### src/rtl/i2c_pkg.sv
// Shared definitions for the I2C transaction arbiter.
//   state_t              - arbiter FSM state encoding
//   DEFAULT_BUSY_TIMEOUT - default cycle budget for the master to raise ready_n
package i2c_pkg;

    typedef enum logic [2:0] {
        IDLE      = 3'd0,
        ISSUE     = 3'd1,
        WAIT_BUSY = 3'd2,
        WAIT_DONE = 3'd3,
        FINISH    = 3'd4,
        ABORT     = 3'd5
    } state_t;

    localparam int DEFAULT_BUSY_TIMEOUT = 1023;

endpackage

### src/rtl/i2c_arbiter_rr_picker.sv
// rr_picker: combinational round-robin selector.
//   req        - request vector, one bit per requester
//   last_grant - index of the most recently served requester
//   valid      - at least one request is pending
//   grant      - winning index; search starts at (last_grant+1) mod N_REQ
module rr_picker #(
    parameter int N_REQ = 2,
    parameter int GW    = $clog2(N_REQ)
) (
    input  logic [N_REQ-1:0] req,
    input  logic [GW-1:0]    last_grant,
    output logic             valid,
    output logic [GW-1:0]    grant
);

    // Walk from the lowest priority candidate up to the highest so the
    // final assignment that sticks belongs to the highest-priority requester.
    always_comb begin
        // NOTE: every output gets a default before the loop; a path that
        // leaves one unassigned would infer a latch.
        valid = |req;
        grant = '0;
        for (int i = N_REQ; i >= 1; i--) begin
            if (req[(int'(last_grant) + i) % N_REQ])
                grant = GW'((int'(last_grant) + i) % N_REQ);
        end
    end

endmodule

### src/rtl/i2c_arbiter.sv
// i2c_arbiter: shares one I2C master between N_REQ requesters.
//   clk, reset        - system clock, synchronous active-high reset
//   req/req_rd        - per-requester request level and direction (1 = read)
//   req_addr/req_data - per-requester 7-bit device address / {reg, byte}
//   ack/err           - one-cycle completion / timeout pulse to the grantee
//   rd_data           - read byte, valid with ack of a read
//   busy              - arbiter is not IDLE
//   start_write/read  - one-cycle strobes to the master
//   address/data      - command latched at grant time, held until done
//   ready_n           - master busy flag; master_rd_data valid on its fall
module i2c_arbiter
    import i2c_pkg::*;
#(
    parameter int N_REQ        = 2,
    parameter int BUSY_TIMEOUT = DEFAULT_BUSY_TIMEOUT
) (
    input  logic                clk,
    input  logic                reset,
    input  logic [N_REQ-1:0]    req,
    input  logic [N_REQ-1:0]    req_rd,
    input  logic [7*N_REQ-1:0]  req_addr,
    input  logic [16*N_REQ-1:0] req_data,
    output logic [N_REQ-1:0]    ack,
    output logic [N_REQ-1:0]    err,
    output logic [7:0]          rd_data,
    output logic                busy,
    output logic                start_write,
    output logic                start_read,
    output logic [6:0]          address,
    output logic [15:0]         data,
    input  logic                ready_n,
    input  logic [7:0]          master_rd_data
);

    localparam int GW = $clog2(N_REQ);
    localparam int CW = $clog2(BUSY_TIMEOUT + 1);

    state_t          state, state_next;
    logic [GW-1:0]   grant, grant_next;
    logic [GW-1:0]   last_grant, last_grant_next;
    logic [CW-1:0]   count, count_next;
    logic            rd_q, rd_next;
    logic [N_REQ-1:0] ack_next, err_next;
    logic [7:0]      rd_data_next;
    logic            start_write_next, start_read_next;
    logic [6:0]      address_next;
    logic [15:0]     data_next;
    logic            pick_valid;
    logic [GW-1:0]   pick_idx;

    rr_picker #(.N_REQ(N_REQ), .GW(GW)) u_rr_picker (
        .req        (req),
        .last_grant (last_grant),
        .valid      (pick_valid),
        .grant      (pick_idx)
    );

    assign busy = (state != IDLE);

    // Every output is registered; this block computes the values they take
    // at the next edge, so ack/err are high during FINISH/ABORT and the
    // start strobe is high in the cycle after ISSUE.
    always_comb begin
        state_next       = state;
        grant_next       = grant;
        last_grant_next  = last_grant;
        count_next       = count;
        rd_next          = rd_q;
        address_next     = address;
        data_next        = data;
        rd_data_next     = rd_data;
        ack_next         = '0;
        err_next         = '0;
        start_write_next = 1'b0;
        start_read_next  = 1'b0;

        case (state)
            IDLE: begin
                if (pick_valid) begin
                    grant_next   = pick_idx;
                    rd_next      = req_rd[pick_idx];
                    address_next = req_addr[7*pick_idx +: 7];
                    data_next    = req_data[16*pick_idx +: 16];
                    state_next   = ISSUE;
                end
            end
            ISSUE: begin
                start_write_next = ~rd_q;
                start_read_next  = rd_q;
                count_next       = '0;
                state_next       = WAIT_BUSY;
            end
            WAIT_BUSY: begin
                // Wrap on the exit cycle is harmless: the counter is
                // cleared again before it is next consulted.
                count_next = count + CW'(1);
                if (ready_n) begin
                    state_next = WAIT_DONE;
                end else if (count == CW'(BUSY_TIMEOUT)) begin
                    err_next[grant] = 1'b1;
                    state_next      = ABORT;
                end
            end
            WAIT_DONE: begin
                if (!ready_n) begin
                    if (rd_q)
                        rd_data_next = master_rd_data;
                    ack_next[grant] = 1'b1;
                    state_next      = FINISH;
                end
            end
            FINISH, ABORT: begin
                last_grant_next = grant;
                state_next      = IDLE;
            end
            default: state_next = IDLE;
        endcase
    end

    always_ff @(posedge clk) begin
        // NOTE: sequential state uses non-blocking assignments so every
        // register samples the pre-edge values regardless of statement order.
        if (reset) begin
            state       <= IDLE;
            grant       <= '0;
            last_grant  <= GW'(N_REQ - 1);
            count       <= '0;
            rd_q        <= 1'b0;
            address     <= '0;
            data        <= '0;
            rd_data     <= '0;
            ack         <= '0;
            err         <= '0;
            start_write <= 1'b0;
            start_read  <= 1'b0;
        end else begin
            state       <= state_next;
            grant       <= grant_next;
            last_grant  <= last_grant_next;
            count       <= count_next;
            rd_q        <= rd_next;
            address     <= address_next;
            data        <= data_next;
            rd_data     <= rd_data_next;
            ack         <= ack_next;
            err         <= err_next;
            start_write <= start_write_next;
            start_read  <= start_read_next;
        end
    end

endmodule
### config.mk
export PLATFORM = sky130hd
export DESIGN_NAME = i2c_arbiter
export DESIGN_NICKNAME = d
export VERILOG_FILES = /design/src/rtl/i2c_pkg.sv /design/src/rtl/i2c_arbiter_rr_picker.sv /design/src/rtl/i2c_arbiter.sv
export SDC_FILE = /design/constraint.sdc
export NUM_CORES = 1
export LEC_CHECK = 0
export ABC_AREA = 1
export BUFFER_PORTS_ARGS = -buffer_cell sky130_fd_sc_hd__buf_2
export CAP_MARGIN = 20
export CORE_MARGIN = 3
export CORE_UTILIZATION = 48
export DETAILED_ROUTE_END_ITERATION = 12
export GPL_ROUTABILITY_DRIVEN = 0
export PLACE_DENSITY = 0.79
export REMOVE_ABC_BUFFERS = 1
export SLEW_MARGIN = 20
export SYNTH_ARGS = -nofsm -noshare
export SYNTH_HDL_FRONTEND = slang
export SYNTH_HIERARCHICAL = 1
export SYNTH_SLANG_ARGS = --single-unit
### constraint.sdc
create_clock -name clk -period 1.65 [get_ports clk]
set_clock_uncertainty 0.15 [all_clocks]
set_input_delay 0.0825 -clock clk [delete_from_list [all_inputs] [get_ports clk]]
set_output_delay 0.0825 -clock clk [all_outputs]
set_load 0.05 [all_outputs]
==> parameters.txt <==
Parameter                              Value

Outcome
  Run status ... completed

Critical path
  Critical Path Fanout Max ... 5
  Origin of the worst setup path ... count[0]$_SDFFE_PP0P_
  Reg2reg start ... count[0]$_SDFFE_PP0P_
  Critical Path AT ... 1.54 ns
  Data required time of the worst path ... 1.70 ns
  Reg2Reg Depth ... 8
  Kind of end point of the critical path ... register
  Slack of the worst reg-to-reg path ... 0.16 ns
  Reg-to-Reg End ... state[1]$_SDFFE_PP0P_
  Setup Crit Path Kind ... reg -> reg
  Worst setup path end ... state[1]$_SDFFE_PP0P_
  Type of origin of the critical path ... register

Drt
  Routed wl met2 ... 2350 um
  Vias per cell ... 4.59
  DR vias ... 2403
  Number of nets still failing antenna checks after routing ... 0
  Detailed-routing iteration count for the pre-antenna-repair pass ... 4
  Top layer in use ... met4
  Total routed wirelength ... 5120 um
  Residual DRC count ... 0
  Initial detailed-routing violation count ... 89
  Routed met1 length ... 2300 um
  Routed length per placed instance ... 9.77 um
  Met3 WL ... 410 um

Synth
  Most common cell in the synthesized netlist ... sky130_fd_sc_hd__inv_1
  Top cells by instance count after synthesis ... sky130_fd_sc_hd__inv_1 (66), sky130_fd_sc_hd__o21ai_0 (58), sky130_fd_sc_hd__nand2_1 (54), sky130_fd_sc_hd__dfxtp_1 (53), sky130_fd_sc_hd__a21oi_1 (35)
  Number of enable flip-flop cells after synthesis ... 0
  Cell type with the highest aggregate area in the netlist ... sky130_fd_sc_hd__dfxtp_1
  Post-synth design cell area ... 2390 um^2
  Leading post-synthesis cells by cell area ... sky130_fd_sc_hd__dfxtp_1 (44%), sky130_fd_sc_hd__o21ai_0 (12%), sky130_fd_sc_hd__inv_1 (10%)
  Instance count of the mapped netlist ... 349
  Most frequently used flop master after synthesis ... sky130_fd_sc_hd__dfxtp_1
  Top cell type's share of synthesized area ... 44.4%
  Post-synthesis area per instance ... 6.85 um^2
  Fraction of registers with async set or reset after synthesis ... 0%
  Synthesized flop and latch total ... 53
  Number of library cell types mapped by synthesis ... 25
  Part of the Yosys area used for sequential elements ... 44.4%
  Yosys warns ... 6

Die
  Starting density of the core ... 50.3%
  Horizontal die dimension ... 76.6 um
  Total number of placement rows ... 25
  Die footprint ... 5860 um^2
  Count of pins on the block boundary ... 99
  Vert. Die Dim ... 76.6 um
  Placeable core region ... 4750 um^2

Pwr
  Static leakage ... 1.62 nW
  P_int ... 0.00224 W
  Power share of the sequential group ... 41.1%
  Clock network fraction of total power ... 18.4%
  Worst ir drop on vdd ... 0.709 mV
  Sw power ... 0.00164 W
  Part of the power in combinational logic ... 40.4%
  Share of total power consumed by net switching ... 42.2%
  Cell Pwr Density ... 1210 nW/um^2

Final layout
  Area used by sequential logic in the layout ... 1060 um^2
  Area of the multi-input gates ... 1030 um^2
  Syn-to-layout area delta ... 33.8%
  Filler Cells Inserted ... 441
  Number of antenna cells inserted ... 0
  Layout cells sized above 1 ... 26.5%
  Net count of the finished layout ... 519
  Fin cells ... 524

Clock network
  CTS tree ... yes
  Number of buffers added by the clock tree synthesis step ... 5
  Clock network latency to the later pin of the worst-skew pair ... 0.30 ns
  Buffer depth of the longest clock path ... 2
  Clock sinks ... 53
  Clock tree root buffer cell ... sky130_fd_sc_hd__clkbuf_8
  Post-CTS clock slew at the launch and capture registers of the worst setup and hold paths ... 0.09 ns
  Post-CTS Setup Bufs ... 0
  CTS HTree Levels ... 2

STA
  Achievable clock frequency ... 671 MHz
  Number of pins exceeding their max-slew limit in the final report ... 0
  Setup TNS ... 0 ns
  Period Utilization, post-route ... 90.3%
  Fin crit period ... 1.49 ns
  Max-Slew Margin vs Limit ... 80.0%
  Count of endpoints failing hold in the final timing report ... 0
  Transition time at the pin with the least slew margin ... 0.298 ns
  Worst slack on hold paths ... 0.00909 ns
  Total setup violations reported at the end of the flow ... 0
  Unrepaired setup endpoints after global routing ... false

Placed design
  Port bufs ... 98
  Placed insts ... 506
  HPWL after detailed placement ... 3920 um

Hold path
  Class of the tightest hold or removal check ... in -> reg

Global route
  Number of global-route vias before repair ... 2183
  First-pass GRT wire length ... 8840 um
  Total overflow reported by the global router ... 0
  Pin count of the biggest net entering global routing ... 41
  Number of antenna violations at the first check in global routing ... 0
  Gr usage total ... 17.9%

Flow run
  Reported max-cap violation count ... 0
routing by layer:
metal	vias to the layer above	global-route usage, %
li1	1319	-
met1	1006	21.3
met2	72	30.8
met3	6	5.91
met4	0	4.71
met5	-	0
registers in the layout, indices dropped and copies added, names as in the netlist:
| signal | flops |
|---|---|
| data | 16 |
| count | 10 |
| rd_data | 8 |
| address | 7 |
| state | 3 |
| ack | 2 |
| err | 2 |
| grant | 1 |
| last_grant | 1 |
| rd_q | 1 |
| start_read | 1 |
| start_write | 1 |
timing repair:
action	CTS	global route
gates resized for setup	0	3
endpoints found under the hold margin	16	0
hold buffers	11	0
endpoints found under the setup margin	0	4
cell usage in the layout, fill, tap and decap left out:
master                          instances
sky130_fd_sc_hd__buf_12                 2
sky130_fd_sc_hd__nor4_1                 2
sky130_fd_sc_hd__dfxtp_1               53
sky130_fd_sc_hd__buf_4                  5
sky130_fd_sc_hd__a22oi_1                1
sky130_fd_sc_hd__nand4_1                1
sky130_fd_sc_hd__ha_1                   1
sky130_fd_sc_hd__or2_1                  1
sky130_fd_sc_hd__inv_1                 66
sky130_fd_sc_hd__clkbuf_8               6
sky130_fd_sc_hd__o211ai_1               1
sky130_fd_sc_hd__o21ai_1                7
sky130_fd_sc_hd__nor3_4                 1
sky130_fd_sc_hd__nor3_1                 4
sky130_fd_sc_hd__clkbuf_1               1
sky130_fd_sc_hd__nand2_1               54
sky130_fd_sc_hd__nor2_4                 2
sky130_fd_sc_hd__nor3_2                 1
sky130_fd_sc_hd__dlygate4sd3_1         11
sky130_fd_sc_hd__nand3_1               10
sky130_fd_sc_hd__and3_1                 1
sky130_fd_sc_hd__nand3_2                1
sky130_fd_sc_hd__inv_2                  3
sky130_fd_sc_hd__a21oi_4                1
sky130_fd_sc_hd__buf_2                 98
sky130_fd_sc_hd__o21bai_1               1
sky130_fd_sc_hd__o21ai_0               58
sky130_fd_sc_hd__nand2_2                1
sky130_fd_sc_hd__a21oi_1               34
sky130_fd_sc_hd__o311ai_0               1
sky130_fd_sc_hd__nor2_1                28
power by group through the flow:
stage                     sequential, W  clock, W  combinational (W)
after floorplan                 0.00218         0           0.000547
after global placement          0.00162         0            0.00155
after detailed placement        0.00162         0            0.00156
after CTS                       0.00160  0.000745            0.00158
after global routing            0.00162  0.000787            0.00171
final                           0.00160  0.000717            0.00157
layout make-up:
class                      instances  area share, %
clock buffer                       7           2.70
timing repair buffer             116           21.2
multi-input combinational        212           32.2
inverter                          69           8.10
sequential                        53           33.2
tap                               67           2.62
how the worst min path moves through the flow:
stage	startpoint	endpoint	slack [ns]	cells after the start
floorplan	reset	count[1]$_SDFFE_PP0P_	0.002	1
global placement	master_rd_data[5]	rd_data[5]$_SDFFE_PP0P_	0.15	3
detailed placement	master_rd_data[3]	rd_data[3]$_SDFFE_PP0P_	0.16	3
CTS	req_data[29]	data[13]$_SDFFE_PP0P_	0.001	5
global route	req_data[20]	data[4]$_SDFFE_PP0P_	0.04	5
finish	req_data[29]	data[13]$_SDFFE_PP0P_	0.009	5
stage by stage:
step	utilization, %	power, W	setup slack [ns]	cell area, um^2
final	67.3	0.00388	0.160	3200
after global routing	67.3	0.00412	0.0128	3200
after CTS	67.0	0.00393	0.0382	3190
after detailed placement	62.9	0.00319	0.0545	2990
after global placement	62.9	0.00317	0.106	2990
after floorplan	-	0.00273	-0.979	2330
kinds of logic after synthesis:
family / count (synthesis) / share of synthesized area [%]
fa+ha+maj: 1 / 0.523
simple gates: 107 / 19.3
flops: 53 / 44.4
buf+inv: 84 / 13.6
compound gates: 104 / 22.2
worst max-delay path, cell delays in order (launching register included):
cell                       delay, ns
sky130_fd_sc_hd__dfxtp_1        0.38
sky130_fd_sc_hd__ha_1           0.18
sky130_fd_sc_hd__nand2_1        0.10
sky130_fd_sc_hd__nor2_4         0.13
sky130_fd_sc_hd__nand3_1        0.12
sky130_fd_sc_hd__nand2_1        0.10
sky130_fd_sc_hd__nand2_1        0.06
sky130_fd_sc_hd__o21bai_1       0.12
sky130_fd_sc_hd__inv_1          0.05
Power figures use the tool's default switching activity.
